===== src/rtl/rtc_sd30xx_seq.sv =====
// SD30xx RTC sequencer: polls time regs 0x00..0x06, runs unlock/write/lock sets.
// Ports: clk/rstn; set_req/set_time in; time_bcd/time_valid/time_upd/busy/err out;
//        wr_req/rd_req/addr/addr_mode/wr_data/device_id to i2c_control; rd_data/rw_done/ack back.
module rtc_sd30xx_seq #(
    parameter int unsigned CLK_FREQ = 50_000_000,
    parameter int unsigned POLL_MS  = 100,
    parameter logic [7:0]  DEV_ID   = 8'h64,
    parameter int unsigned TO_CYC   = 2_000_000
) (
    input  logic        clk,
    input  logic        rstn,
    input  logic        set_req,
    input  logic [55:0] set_time,
    output logic [55:0] time_bcd,
    output logic        time_valid,
    output logic        time_upd,
    output logic        busy,
    output logic        err,
    output logic        wr_req,
    output logic        rd_req,
    output logic [15:0] addr,
    output logic        addr_mode,
    output logic [7:0]  wr_data,
    output logic [7:0]  device_id,
    input  logic [7:0]  rd_data,
    input  logic        rw_done,
    input  logic        ack
);
    localparam int unsigned POLL_CYC  = CLK_FREQ / 1000 * POLL_MS;
    localparam logic [31:0] POLL_LAST = 32'(POLL_CYC - 1);
    localparam logic [31:0] TO_LAST   = 32'(TO_CYC - 1);

    typedef enum logic [3:0] {
        IDLE, RD_ISSUE, RD_WAIT, UNLK_ISSUE, UNLK_WAIT,
        WR_ISSUE, WR_WAIT, LK_ISSUE, LK_WAIT
    } state_t;

    state_t      state, state_n;
    logic [2:0]  idx, idx_n;
    logic [31:0] poll_cnt, wd_cnt;
    logic        poll_pend, set_pend;
    logic [55:0] set_buf, wr_buf;
    logic [7:0]  shadow [0:5];
    logic [7:0]  reg_a, set_byte;
    logic        in_wait, fin, tout, fail, err_n, upd_n, wrap;

    assign wrap      = (poll_cnt == POLL_LAST);
    assign in_wait   = (state == RD_WAIT) || (state == UNLK_WAIT) ||
                       (state == WR_WAIT) || (state == LK_WAIT);
    assign fin       = in_wait && rw_done;
    assign tout      = in_wait && !rw_done && (wd_cnt == TO_LAST);
    assign fail      = (fin && ack) || tout;
    assign busy      = (state != IDLE);
    assign addr      = {8'h00, reg_a};
    assign addr_mode = 1'b0;
    assign device_id = DEV_ID;

    always_comb begin
        state_n = state;
        idx_n   = idx;
        err_n   = 1'b0;
        upd_n   = 1'b0;
        unique case (state)
            IDLE: begin
                if (set_pend) begin
                    state_n = UNLK_ISSUE;
                    idx_n   = 3'd0;
                end else if (poll_pend) begin
                    state_n = RD_ISSUE;
                    idx_n   = 3'd0;
                end
            end
            RD_ISSUE:   state_n = RD_WAIT;
            UNLK_ISSUE: state_n = UNLK_WAIT;
            WR_ISSUE:   state_n = WR_WAIT;
            LK_ISSUE:   state_n = LK_WAIT;
            RD_WAIT: begin
                if (fail) begin
                    err_n   = 1'b1;
                    state_n = IDLE;
                end else if (fin) begin
                    if (idx == 3'd6) begin
                        upd_n   = 1'b1;
                        state_n = IDLE;
                    end else begin
                        idx_n   = idx + 3'd1;
                        state_n = RD_ISSUE;
                    end
                end
            end
            UNLK_WAIT: begin
                if (fail) begin
                    err_n   = 1'b1;
                    idx_n   = 3'd0;
                    state_n = LK_ISSUE;
                end else if (fin) begin
                    idx_n   = (idx == 3'd1) ? 3'd0 : idx + 3'd1;
                    state_n = (idx == 3'd1) ? WR_ISSUE : UNLK_ISSUE;
                end
            end
            WR_WAIT: begin
                if (fail) begin
                    err_n   = 1'b1;
                    idx_n   = 3'd0;
                    state_n = LK_ISSUE;
                end else if (fin) begin
                    idx_n   = (idx == 3'd6) ? 3'd0 : idx + 3'd1;
                    state_n = (idx == 3'd6) ? LK_ISSUE : WR_ISSUE;
                end
            end
            LK_WAIT: begin
                // a failed lock step still moves on so both lock bytes go out
                err_n = fail;
                if (fin || tout) begin
                    idx_n   = idx + 3'd1;
                    state_n = (idx == 3'd1) ? IDLE : LK_ISSUE;
                end
            end
            default: state_n = IDLE;
        endcase
    end

    always_comb begin
        unique case (idx)
            3'd0:    set_byte = wr_buf[7:0];
            3'd1:    set_byte = wr_buf[15:8];
            3'd2:    set_byte = wr_buf[23:16] | 8'h80;
            3'd3:    set_byte = wr_buf[31:24];
            3'd4:    set_byte = wr_buf[39:32];
            3'd5:    set_byte = wr_buf[47:40];
            3'd6:    set_byte = wr_buf[55:48];
            default: set_byte = 8'h00;
        endcase
    end

    always_comb begin
        reg_a   = 8'h00;
        wr_data = 8'h00;
        wr_req  = 1'b0;
        rd_req  = 1'b0;
        unique case (state)
            RD_ISSUE, RD_WAIT: begin
                reg_a  = {5'd0, idx};
                rd_req = (state == RD_ISSUE);
            end
            UNLK_ISSUE, UNLK_WAIT: begin
                reg_a   = idx[0] ? 8'h0F : 8'h10;
                wr_data = idx[0] ? 8'h84 : 8'h80;
                wr_req  = (state == UNLK_ISSUE);
            end
            WR_ISSUE, WR_WAIT: begin
                reg_a   = {5'd0, idx};
                wr_data = set_byte;
                wr_req  = (state == WR_ISSUE);
            end
            LK_ISSUE, LK_WAIT: begin
                reg_a  = idx[0] ? 8'h10 : 8'h0F;
                wr_req = (state == LK_ISSUE);
            end
            default: ;
        endcase
    end

    always_ff @(posedge clk or negedge rstn) begin
        if (!rstn) begin
            state      <= IDLE;
            idx        <= 3'd0;
            poll_cnt   <= 32'd0;
            wd_cnt     <= 32'd0;
            poll_pend  <= 1'b0;
            set_pend   <= 1'b0;
            set_buf    <= 56'd0;
            wr_buf     <= 56'd0;
            time_bcd   <= 56'd0;
            time_valid <= 1'b0;
            time_upd   <= 1'b0;
            err        <= 1'b0;
            for (int i = 0; i < 6; i++) shadow[i] <= 8'h00;
        end else begin
            state    <= state_n;
            idx      <= idx_n;
            err      <= err_n;
            time_upd <= upd_n;
            poll_cnt <= wrap ? 32'd0 : poll_cnt + 32'd1;
            wd_cnt   <= in_wait ? wd_cnt + 32'd1 : 32'd0;
            if (state == IDLE && state_n == RD_ISSUE) poll_pend <= 1'b0;
            if (wrap) poll_pend <= 1'b1;
            // wr_buf freezes the word for the whole set; set_buf may refill meanwhile
            if (state == IDLE && state_n == UNLK_ISSUE) begin
                set_pend <= 1'b0;
                wr_buf   <= set_buf;
            end
            if (set_req) begin
                set_pend <= 1'b1;
                set_buf  <= set_time;
            end
            if (state == RD_WAIT && fin && !ack && idx < 3'd6)
                shadow[idx] <= rd_data;
            if (upd_n) begin
                time_bcd   <= {rd_data, shadow[5], shadow[4], shadow[3],
                               shadow[2] & 8'h7F, shadow[1], shadow[0]};
                time_valid <= 1'b1;
            end
        end
    end
endmodule


===== config.mk =====
export PLATFORM = sky130hd
export DESIGN_NAME = rtc_sd30xx_seq
export DESIGN_NICKNAME = d
export VERILOG_FILES = /design/src/rtl/rtc_sd30xx_seq.sv
export SDC_FILE = /design/constraint.sdc
export NUM_CORES = 1
export LEC_CHECK = 0
export CORE_ASPECT_RATIO = 1.5
export CORE_MARGIN = 2
export CORE_UTILIZATION = 25
export CTS_BUF_LIST = sky130_fd_sc_hd__clkbuf_8
export DETAILED_ROUTE_END_ITERATION = 12
export SLEW_MARGIN = 0
export SYNTH_ARGS = -nofsm -noshare
export SYNTH_HDL_FRONTEND = slang
export SYNTH_SLANG_ARGS = --single-unit

===== constraint.sdc =====
create_clock -name clk -period 6 [get_ports clk]
set_input_delay 0.6 -clock clk [delete_from_list [all_inputs] [get_ports clk]]
set_output_delay 0.6 -clock clk [all_outputs]
set_load 0.02 [all_outputs]

; Yosys cells after proc, flatten, opt, wreduce, memory -nomap -nowiden
; Cells that the tools add are included.
[op_classes]
addsub = 3
order_cmp = 3
eq_ne = 25
n_mux = 50
bitwise = 1
reduce_logical = 30
[op_table]
columns = op, n
row1 = "adder 32 x 1 -> 32 bit, second input constant", 2
row2 = 2-to-1 mux 32 bit, 2
row3 = one-hot mux 8 bit (7 select lines), 1
row4 = bitwise mux 48 bit, 1
row5 = 2-to-1 mux 3 bit, 15
row6 = 2-to-1 mux 4 bit, 9
row7 = one-hot mux 4 bit (9 select lines), 1
row8 = "equality test 32 x 21 -> 1 bit, second input constant", 1
row9 = "equality test 32 x 23 -> 1 bit, second input constant", 1
row10 = demux 8 bit (select 3 bit), 1
row11 = "equality test 4 x 3 -> 1 bit, second input constant", 4
row12 = one-hot mux 8 bit (2 select lines), 1
row13 = one-hot mux 3 bit (5 select lines), 1
row14 = one-hot mux 5 bit (3 select lines), 1
row15 = "equality test 4 x 2 -> 1 bit, second input constant", 3
row16 = 2-to-1 mux 1 bit, 11
row17 = logical AND 1 bit, 10
row18 = 2-to-1 mux 5 bit, 2
row19 = "equality test 3 bit, second input constant", 3
row20 = "!= test 3 bit, second input constant", 3
row21 = "equality test 4 x 1 -> 1 bit, second input constant", 2
row22 = 2-to-1 mux 8 bit, 1
row23 = AND reduction 8 bit, 1
row24 = OR reduction 2 bit, 4
row25 = 22 further kinds, 31
[word_totals]
regBits = 291
inputBits = 69
out_inout_bits = 95
wordCells = 130

; Longest topological paths before layout
[depth]
word_depth = 13
mapped_depth = 10
depth_no_buf = 7

; Least setup slack after synthesis
; Ideal clock, no wire load.
[synth_timing]
path_kind = flip-flop to output port
from = reg idx[0]
to = out wr_data[0]
arrival_ns = 2.052
t_required_ns = 5.400
slack_ns = 3.348
path_stages_with_launch = 10
cell_sequence = dfrtp_1 > buf_2 > clkinv_1 > ha_1 > clkbuf_1 > clkbuf_1 > a221oi_1 > a21oi_1 > a221oi_1 > nor2_1
[synth_via]
elab_chain_cells = 3
elab_cells_between_ends = 9
cone_classes = 6 x eq/ne / 2 x mux / 1 x reduce/logical
[synth_rtl]
columns = item, line
row1 = from (decl), 39  ; logic [2:0] idx, idx_n;
row2 = from (signal assigned), 181  ; idx <= idx_n;
row3 = "equality test 3 bit, or another cell as far along", 124  ; unique case (idx)
row4 = one-hot mux 8 bit (7 select lines) *, 124
row5 = one-hot mux 8 bit (2 select lines) *, 141  ; unique case (state)
row6 = to (decl), 23  ; output logic [7:0] wr_data,
; Mark *: on every way between the ends. The rest lies on a longest branch, timed or not.

; Worst setup path after layout
[layout_timing]
from = reg idx[0]
to = out wr_data[7]
; Same word-level chain as after synthesis.

==> flow_summary.toml <==
[global_routing]
grt_pass1_wl_um = 46480
grt_use_total_pct = 11.15
grt_pass1_vias = 8276
grt_start_max_net_pins = 116
overflow = 0
antenna_found_initial = 1

[worst_hold_path]
hold_path.class = "in -> async"

[finish]
fill_cells = 5101
area_delta_synth_final_pct = 23.43
drive_above_1_share_pct = 24.39
fin_util_pct = 31.20
final_nets = 1188
final_area_um2 = 15500

[timing]
hold_slack_ns = 0.07073
finalHoldViolations = 0
rsz0062_at_grt = "false"
totalNegativeSetupSlack_ns = 0
slew_headroom_pct = 27.59
fin_skew_ns = 0.01842
fmax_ghz = 0.2181
finalCriticalPeriod_ns = 4.586
slew_violations = 0
tightest_slew_ns = 1.078
finalCritPeriodShare_pct = 76.43
setup_violations = 0

[synthesis]
ys_top_cells_by_area = "dfrtp_1 57%, mux2_2 17%, xnor2_1 2.7%"
yosysMostFrequentCell = "dfrtp_1"
ys_types = 58
netlist.area_leader.share_pct = 57.40
synth_commonest_cells = "288 x dfrtp_1, 186 x mux2_2, 66 x nor2_1"
syn_inst = 966
async_flop_share_pct = 100.0
synth_edf_count = 0
synth_area_per_cell_um2 = 13.00
yosysWarnings = 0
yosys.area.top_type = "dfrtp_1"
netlist_area_um2 = 12560
synth_ff_type = "dfrtp_1"
synth_seq_cells = 288
synth.yosys.seq_area_share_pct = 57.40

[route]
ant_nets = 0
wl_per_cell_um = 16.06
drtIter0Drc = 487
totalWireLength_um = 29030
drtPass1Iterations = 5
drc = 0
via_count = 8065
viasPerCell = 4.461

[die]
start_util_pct = 25.28
io_pins = 164
core-area_um2 = 49670
die_h_um = 278.5
die_w_um = 187.0
row_count = 100
dieArea_um2 = 52070

[clocking]
h-tree-depth = 2
clkTransAtPathRegs_ns = 0.07
cts-hold-fix-buffers = 0
cts_resized = 0
cts_root_buf = "clkbuf_8"
insertion_delay_ns = 0.58
cts_buffers = 49
postCtsSetupBuffers = 0
cts_tree = "done"
clkSinkCount = 288
cts_buffer_depth = 3

[critical_path]
crit_fanout = 17
worstSetupEndpointType = "primary output"
rr_endpoint = "time_bcd[26]"
r2r-start = "wd_cnt[0]"
critPathCapture = "wr_data[7]"
critPathKind = "reg -> out"
worst-r2r-setup-slack_ns = 2.42
crit_required_ns = 5.40
startpoint_type = "flop"
reg2reg_depth = 6
worstSetupStartpoint = "idx[0]"
arrival_ns = 3.99

[power]
clock_power_share_pct = 29.2
p_seq_share_pct = 44.6
power_density_nw_per_um2 = 377.7
finalPower_uw = 5853
intPower_uw = 4032
worst_ir_drop_vdd_mv = 0.2120
switchingPower_uw = 1821
p_leak_uw = 0.006763
switching_share_pct = 31.12
p_comb_share_pct = 26.2

[placement]
place_area_um2 = 14530
place_congestion = 0.7649
hpwl_um = 19470
numPortBuffers = 141

[status]
outcome = "finished clean"

[run]
maxCapViolCount = 0
[cells by family after synthesis]
kind of cell / Yosys count / share of synthesized area, %
fa+ha+maj: 7 / 0.6975
compound gates: 69 / 4.156
buf+inv: 89 / 3.787
flops: 288 / 57.40
mux: 223 / 19.91
xor+xnor: 58 / 4.046
other cells: 2 / 0.05981
simple gates: 230 / 9.945
[power by group through the flow]
stage	Sequential, uW	Combinational, uW	Clock (uW)
detailed placement	2640	1540	0
floorplan	2510	1150	0
CTS	2610	1560	1790
global route	2650	1680	1880
global placement	2620	1520	0
finish	2610	1530	1710
[through the flow]
step	setup WS (ns)	instances
floorplan	3.348	985
global placement	2.052	1724
detailed placement	2.016	1724
CTS	1.351	1807
global route	1.110	1808
finish	1.414	1808
[placed cells by master, fill, tap and decap left out, types with 8 or more instances in the layout]
| master | count |
|---|---|
| dfrtp_1 | 288 |
| mux2_2 | 186 |
| clkdlybuf4s50_1 | 139 |
| nor2_1 | 66 |
| clkbuf_8 | 63 |
| xnor2_1 | 39 |
| nand2_1 | 28 |
| nand3_1 | 28 |
| mux2_1 | 28 |
| inv_1 | 26 |
| conb_1 | 21 |
| xor2_1 | 19 |
| nor4_1 | 16 |
| nand4_1 | 16 |
| nor3_1 | 15 |
| a21oi_1 | 13 |
| a222oi_1 | 13 |
| and3_1 | 12 |
| mux2i_1 | 9 |
| o21ai_0 | 8 |
[flip-flops by register name, summed over array words and instances, names as in the netlist, 3 cells and up]
name / flops
idx: 3
poll_cnt: 32
set_buf: 55
shadow: 47
state: 4
time_bcd: 55
wd_cnt: 32
wr_buf: 55
[critical path, cell delays in order (launching register included)]
cell	delay [ns]
dfrtp_1	0.65
clkinv_1	0.43
ha_1	0.63
a221oi_1	0.46
nand2_1	0.11
a222oi_1	0.38
o22ai_1	0.14
clkdlybuf4s50_1	0.60
[area by class of cell]
class | instances | area (um2) | area share (%)
diodes | 1 | 2.502 | 0.01615
clock buffers | 63 | 867.1 | 5.595
clock inverters | 20 | 95.09 | 0.6136
inverters | 17 | 63.81 | 0.4118
multi-input cells | 608 | 4956 | 31.98
flip-flops and latches | 288 | 7207 | 46.50
well taps | 663 | 829.5 | 5.353
repair buffers | 148 | 1476 | 9.527
[worst min path at each step]
| stage | startpoint | endpoint | slack [ns] | depth (start not counted) |
|---|---|---|---|---|
| 3_5_place_dp | time_valid | time_valid | 0.45 | 1 |
| 3_3_place_gp | time_valid | time_valid | 0.45 | 1 |
| 5_1_grt | rstn | time_bcd[33] | 0.12 | 1 |
| 4_1_cts | rstn | shadow[27] | 0.08 | 1 |
| 6_report | rstn | time_bcd[19] | 0.07 | 1 |
| 2_1_floorplan | rstn | err | 0.30 | 0 |
[layer usage]
metal / up-vias / routed length (um) / share of wire, % / GRT usage (%)
li1: 3714 / - / - / -
met1: 4065 / 12120 / 42 / 13.43
met2: 241 / 14430 / 50 / 19.29
met3: 45 / 1893 / 6.5 / 2.951
met4: 0 / 588 / 2.0 / 3.582
met5: - / 0 / 0 / 0
Power figures use the tool's default switching activity.
